File: src/rtl/mem_pkg.sv
// Shared types and constants for the memory-stage access unit.
package mem_pkg;

  typedef enum logic [3:0] {
    OP_NONE = 4'd0,
    OP_LW   = 4'd1,
    OP_LH   = 4'd2,
    OP_LHU  = 4'd3,
    OP_LB   = 4'd4,
    OP_LBU  = 4'd5,
    OP_SW   = 4'd6,
    OP_SH   = 4'd7,
    OP_SB   = 4'd8
  } mem_op_e;

  typedef enum logic [1:0] {
    IDLE = 2'd0,
    BUSY = 2'd1,
    DONE = 2'd2
  } mem_state_e;

  localparam logic [3:0] BE_WORD = 4'b1111;
  localparam logic [3:0] BE_NONE = 4'b0000;
  localparam int TIMEOUT_DEFAULT = 64;

  function automatic logic is_load(input mem_op_e op);
    return (op == OP_LW) || (op == OP_LH) || (op == OP_LHU) ||
           (op == OP_LB) || (op == OP_LBU);
  endfunction

  function automatic logic is_store(input mem_op_e op);
    return (op == OP_SW) || (op == OP_SH) || (op == OP_SB);
  endfunction

  // Words need a 4-byte boundary, halves a 2-byte boundary, bytes anything.
  function automatic logic is_aligned(input mem_op_e op, input logic [1:0] off);
    logic ok;
    case (op)
      OP_LW, OP_SW:         ok = (off == 2'b00);
      OP_LH, OP_LHU, OP_SH: ok = (off[0] == 1'b0);
      default:              ok = 1'b1;
    endcase
    return ok;
  endfunction

endpackage

File: src/rtl/mem_access_unit_load_ext.sv
// load_ext: picks the addressed byte/half lane out of a bus word and
// sign- or zero-extends it. Purely combinational so MEM/WB forwarding can reuse it.
module load_ext
  import mem_pkg::*;
(
  input  mem_op_e     op,
  input  logic [1:0]  byte_off,
  input  logic [31:0] rdata,
  output logic [31:0] data
);

  logic [7:0]  byte_sel;
  logic [15:0] half_sel;

  // Lane select followed by extension according to the load flavour.
  always_comb begin
    byte_sel = 8'h00;
    half_sel = byte_off[1] ? rdata[31:16] : rdata[15:0];
    case (byte_off)
      2'd0:    byte_sel = rdata[7:0];
      2'd1:    byte_sel = rdata[15:8];
      2'd2:    byte_sel = rdata[23:16];
      default: byte_sel = rdata[31:24];
    endcase
    case (op)
      OP_LB:   data = {{24{byte_sel[7]}}, byte_sel};
      OP_LBU:  data = {24'h000000, byte_sel};
      OP_LH:   data = {{16{half_sel[15]}}, half_sel};
      OP_LHU:  data = {16'h0000, half_sel};
      default: data = rdata;
    endcase
  end

endmodule

File: src/rtl/mem_access_unit.sv
// mem_access_unit: runs one req/ack data-memory transaction for the
// instruction held in EX/MEM, stalling the front of the pipe until it completes.
// Optional build macro MEM_TIMEOUT_EN adds a BUSY watchdog that raises busErr.
module mem_access_unit
  import mem_pkg::*;
#(
  parameter int ADDR_W = 32,
  parameter int DATA_W = 32
`ifdef MEM_TIMEOUT_EN
  ,
  parameter int TIMEOUT_CYCLES = TIMEOUT_DEFAULT
`endif
) (
  input  logic              clk,
  input  logic              reset,
  input  logic              valid_Mem,
  input  logic [3:0]        memOp_Mem,
  input  logic [ADDR_W-1:0] aluAns_Mem,
  input  logic [DATA_W-1:0] grfRd2_Mem,
  input  logic              kill_Mem,
  output logic              stall,
  output logic              bus_req,
  output logic              bus_we,
  output logic [ADDR_W-1:0] bus_addr,
  output logic [3:0]        bus_be,
  output logic [DATA_W-1:0] bus_wdata,
  input  logic              bus_ack,
  input  logic [DATA_W-1:0] bus_rdata,
  output logic [DATA_W-1:0] ldData,
  output logic              ldValid,
  output logic              addrErr,
  output logic              busErr
);

  mem_state_e  state;
  mem_op_e     op_in;
  mem_op_e     op_q;
  logic [1:0]  off_q;
  logic        req_present;
  logic        aligned;
  logic [3:0]  be_next;
  logic [31:0] wdata_next;
  logic [31:0] ext_data;

  assign op_in       = mem_op_e'(memOp_Mem);
  assign req_present = valid_Mem & (is_load(op_in) | is_store(op_in)) & ~kill_Mem;
  assign aligned     = is_aligned(op_in, aluAns_Mem[1:0]);
  assign stall       = (state == BUSY) | ((state == IDLE) & req_present & aligned);

  // Byte enables and lane-replicated write data for the request being accepted.
  always_comb begin
    be_next    = BE_WORD;
    wdata_next = 32'h0;
    case (op_in)
      OP_SB: begin
        be_next    = 4'b0001 << aluAns_Mem[1:0];
        wdata_next = {4{grfRd2_Mem[7:0]}};
      end
      OP_SH: begin
        be_next    = aluAns_Mem[1] ? 4'b1100 : 4'b0011;
        wdata_next = {2{grfRd2_Mem[15:0]}};
      end
      OP_SW:   wdata_next = grfRd2_Mem;
      default: be_next    = BE_WORD;
    endcase
  end

  load_ext u_load_ext (
    .op       (op_q),
    .byte_off (off_q),
    .rdata    (bus_rdata),
    .data     (ext_data)
  );

`ifdef MEM_TIMEOUT_EN
  localparam int TimerW = $clog2(TIMEOUT_CYCLES + 1);
  logic [TimerW-1:0] timer;
  logic              timeout_hit;
  assign timeout_hit = (timer == TimerW'(TIMEOUT_CYCLES - 1));
`endif

  // Access FSM: IDLE accepts, BUSY holds the bus until ack, DONE releases the pipe.
  always_ff @(posedge clk or negedge reset) begin
    if (!reset) begin
      state     <= IDLE;
      op_q      <= OP_NONE;
      off_q     <= 2'b00;
      bus_req   <= 1'b0;
      bus_we    <= 1'b0;
      bus_addr  <= '0;
      bus_be    <= BE_NONE;
      bus_wdata <= '0;
      ldData    <= '0;
      ldValid   <= 1'b0;
      addrErr   <= 1'b0;
`ifdef MEM_TIMEOUT_EN
      busErr    <= 1'b0;
      timer     <= '0;
`endif
    end else begin
      ldValid <= 1'b0;
      addrErr <= 1'b0;
`ifdef MEM_TIMEOUT_EN
      busErr  <= 1'b0;
`endif
      case (state)
        IDLE: begin
          if (req_present) begin
            if (aligned) begin
              op_q      <= op_in;
              off_q     <= aluAns_Mem[1:0];
              bus_req   <= 1'b1;
              bus_we    <= is_store(op_in);
              bus_addr  <= {aluAns_Mem[ADDR_W-1:2], 2'b00};
              bus_be    <= be_next;
              bus_wdata <= wdata_next;
              state     <= BUSY;
`ifdef MEM_TIMEOUT_EN
              timer     <= '0;
`endif
            end else begin
              addrErr <= 1'b1;
            end
          end
        end
        BUSY: begin
          if (bus_ack) begin
            bus_req <= 1'b0;
            state   <= DONE;
            if (is_load(op_q)) begin
              ldData  <= ext_data;
              ldValid <= 1'b1;
            end
          end
`ifdef MEM_TIMEOUT_EN
          else if (timeout_hit) begin
            bus_req <= 1'b0;
            busErr  <= 1'b1;
            state   <= DONE;
          end else begin
            timer <= timer + 1'b1;
          end
`endif
        end
        DONE:    state <= IDLE;
        default: state <= IDLE;
      endcase
    end
  end

`ifndef MEM_TIMEOUT_EN
  assign busErr = 1'b0;
`endif

endmodule

File: config.mk
export PLATFORM = sky130hd
export DESIGN_NAME = mem_access_unit
export DESIGN_NICKNAME = d
export VERILOG_FILES = /design/src/rtl/mem_pkg.sv /design/src/rtl/mem_access_unit_load_ext.sv /design/src/rtl/mem_access_unit.sv
export SDC_FILE = /design/constraint.sdc
export NUM_CORES = 1
export LEC_CHECK = 0
export BUFFER_PORTS_ARGS = -buffer_cell sky130_fd_sc_hd__buf_2
export CAP_MARGIN = 20
export CORE_ASPECT_RATIO = 1.25
export CORE_MARGIN = 2
export CORE_UTILIZATION = 35
export CTS_BUF_LIST = sky130_fd_sc_hd__clkbuf_8
export CTS_CLUSTER_SIZE = 8
export DETAILED_ROUTE_END_ITERATION = 8
export HOLD_SLACK_MARGIN = 0.08
export MAX_ROUTING_LAYER = met4
export SETUP_SLACK_MARGIN = 0.1
export SKIP_CTS_REPAIR_TIMING = 1
export SLEW_MARGIN = 10
export SYNTH_ARGS = -nofsm -noshare
export SYNTH_HDL_FRONTEND = slang
export SYNTH_SLANG_ARGS = --single-unit
File: constraint.sdc
create_clock -name clk -period 3.5 [get_ports clk]
set_input_delay 0.35 -clock clk [delete_from_list [all_inputs] [get_ports clk]]
set_output_delay 0.35 -clock clk [all_outputs]
set_load 0.01 [all_outputs]
==> flow_summary.json <==
{
  "cp.required_ns": 3.15,
  "cp_slowest_cell": "nor4b_1",
  "num_antenna_cells": 0,
  "min_period_over_period": 0.791,
  "final_area_mm2": 0.00656,
  "numPortBuffers": 207,
  "power.ir.vdd_worst_mv": 0.221,
  "worst_max_slew_pin_slew_ns": 0.944,
  "route.detailed.wl_per_inst_um": 18.0,
  "clock.fmax_ghz": 0.361,
  "chip_height_um": 141,
  "layout-drive-gt1-share": 0.461,
  "cts_sinks": 110,
  "place.detailed.hpwl_mm": 10.8,
  "cts.htree.levels": 3,
  "dieWidth_um": 113,
  "detailroute.via_count": 4376,
  "dieArea_mm2": 0.0160,
  "setup-tns-final_ns": 0,
  "worstSetupPathType": "reg2out",
  "final_common_cell": "buf_2",
  "status": "completed",
  "crit_path_end_kind": "output port",
  "pin_count": 211,
  "timing.max_slew.rel_slack": 0.371,
  "dpl-instance-area_mm2": 0.00636,
  "initial_core_util": 0.353,
  "clkSlewWorstSetupHoldPaths_ns": 0.10,
  "final-hold-violation-count": 0,
  "drv_slew": 0,
  "clock-root-buffer": "clkbuf_8",
  "first_global_vias": 4253,
  "avgViaCountPerCell": 5.41,
  "gate_count_of_the_mapped_netlist": 430,
  "critPathMaxStageDelay_ns": 0.57,
  "crit_arrival_ns": 2.42,
  "timing.critical_path.cells": "nor4b_1 -> and3_4 -> o31ai_4 -> buf_4 -> nand2_1 -> buf_2",
  "rr_worst_depth": 5,
  "drt_iter0_markers": 331,
  "track_usage": 0.186,
  "crit_path_start_kind": "register",
  "fin_worst_skew_ns": 0.00693,
  "rr_startpoint": "state[0]",
  "ys_warn_count": 0,
  "number_of_clock_buffers_inserted_by_tritoncts": 9,
  "maxCapViolCount": 0,
  "synth_enable_flop_cells": 0,
  "dr.pass1.iters": 6,
  "drt.antenna.violating_nets": 0,
  "ys_seq_elements": 110,
  "cts_tree": "done",
  "grt_max_degree": 66,
  "layout_common_cells": "206 x buf_2, 110 x dfrtp_1, 34 x nor2_1",
  "overflow": 0,
  "fin_crit_ns": 2.77,
  "placeableCoreArea_mm2": 0.0148,
  "synthesis_to_finish_area_growth_pct": 25.3,
  "grt_antenna_before_repair": 0,
  "reg2reg_slack_ns": 1.01,
  "synth_cell_type_count": 50,
  "syn-cell-area_mm2": 0.00524,
  "dominantRegCellSynth": "dfrtp_1",
  "total_nets_final": 727,
  "ctsLongestPathBuffers": 2,
  "place_congestion": 0.848,
  "p_leak_nw": 3.18,
  "grt_first_pass_wirelength_mm": 22.7,
  "synth_seq_area_share": 0.525,
  "rsz_0062_raised_after_global_routing": "no",
  "placement_rows": 50,
  "async_reset_ff_frac": 1.00,
  "syn_avg_cell_area_um2": 12.2,
  "pwr_density_cell_mw_per_mm2": 636,
  "timing.critical_path.fanout_max": 22,
  "setup-violations-final": 0,
  "r2r_end": "bus_addr[31]",
  "final_routed_drc_violation_total": 0,
  "worst_hold_path_type": "in2async",
  "clock_latency_ns": 0.37,
  "wl_mm": 14.5
}
-- worst max path at each step --
| stage | from | end | slack [ns] | cells past startpoint |
|---|---|---|---|---|
| after floorplan | memOp_Mem[1] | stall | 1.43 | 7 |
| after global placement | memOp_Mem[0] | stall | 0.96 | 8 |
| after detailed placement | memOp_Mem[1] | stall | 0.91 | 7 |
| after CTS | state[0] | stall | 0.63 | 6 |
| after global routing | state[0] | stall | 0.57 | 6 |
| final | state[0] | stall | 0.73 | 6 |
-- cell type report --
cell class	count	area [um2]
multi-input cells	272	2220
flip-flops and latches	110	2750
well taps	182	228
fillers	1401	8260
clock inverters	6	62.6
inverters	11	41.3
clock buffers	10	138
repair buffers	218	1120
-- metal layers --
| metal | global-route usage | vias up | part of all wire |
|---|---|---|---|
| met3 | 0.0413 | 22 | 0.078 |
| met5 | - | - | 0 |
| met1 | 0.231 | 2139 | 0.41 |
| met4 | 0.0719 | 0 | 0.030 |
| met2 | 0.296 | 233 | 0.48 |
| li1 | - | 1982 | - |
-- critical path, delay by kind of cell (launching register included) --
kind                   cells  cell delay, ns
buffers and inverters      2            0.41
flip-flops                 1            0.42
AO/OA/AOI/OAI              1            0.21
AND/OR/NAND/NOR            3            0.99
-- sequential cells by signal, indices dropped and copies added (netlist names) --
| signal | flops |
|---|---|
| bus_wdata | 32 |
| state | 2 |
| bus_we | 1 |
| bus_be | 4 |
| bus_req | 1 |
| addrErr | 1 |
| op_q | 4 |
| ldData | 32 |
| ldValid | 1 |
| off_q | 2 |
| bus_addr | 30 |
-- power by group --
group	switching, mW	total, mW	internal (mW)
logic	0.785	1.53	0.743
clock network	0.436	0.784	0.348
registers	0.228	1.86	1.63
total	1.45	4.17	2.73
-- metrics by stage --
step | instances | util | total power [mW] | hold WS (ns) | setup slack (ns)
final | 809 | 0.443 | 4.17 | 0.0282 | 0.731
after CTS | 809 | 0.443 | 4.23 | 0.0899 | 0.631
after floorplan | 432 | - | 2.79 | 0.0544 | 1.43
after global placement | 793 | 0.429 | 3.40 | 0.462 | 0.958
after detailed placement | 793 | 0.429 | 3.43 | 0.468 | 0.913
after global routing | 809 | 0.443 | 4.44 | 0.103 | 0.570
-- cell families (layout without fill, tap and decap cells) --
kind of cell / Yosys count / count (layout) / share of synthesized area
flip-flops: 110 / 110 / 0.525
XOR/XNOR: 1 / 1 / 0.00167
other: 1 / 3 / 0.000716
buffers and inverters: 50 / 245 / 0.0561
AND/OR/NAND/NOR: 91 / 91 / 0.0857
AO/OA/AOI/OAI: 121 / 121 / 0.173
multiplexers: 56 / 56 / 0.157
-- cells in the mapped netlist, drive strengths merged, types with 2 or more instances --
| cell | number | area [um2] |
|---|---|---|
| dfrtp | 110 | 2750 |
| mux2 | 40 | 563 |
| nor2 | 34 | 128 |
| buf | 27 | 208 |
| nand2 | 26 | 97.6 |
| a22oi | 24 | 180 |
| a31oi | 24 | 150 |
| o2bb2ai | 24 | 210 |
| o21ai | 13 | 65.1 |
| clkbuf | 12 | 45.0 |
| inv | 11 | 41.3 |
| a222oi | 8 | 80.1 |
| a22o | 8 | 70.1 |
| mux2i | 8 | 80.1 |
| mux4 | 8 | 180 |
| nor3 | 8 | 40.0 |
| o22ai | 7 | 43.8 |
| nor2b | 4 | 25.0 |
| nand2b | 3 | 18.8 |
| o31ai | 3 | 27.5 |
| a21o | 2 | 15.0 |
| and3b | 2 | 17.5 |
| nor4b | 2 | 23.8 |
| o31a | 2 | 17.5 |
| or2 | 2 | 12.5 |
| or3 | 2 | 12.5 |
Power figures use the tool's default switching activity.
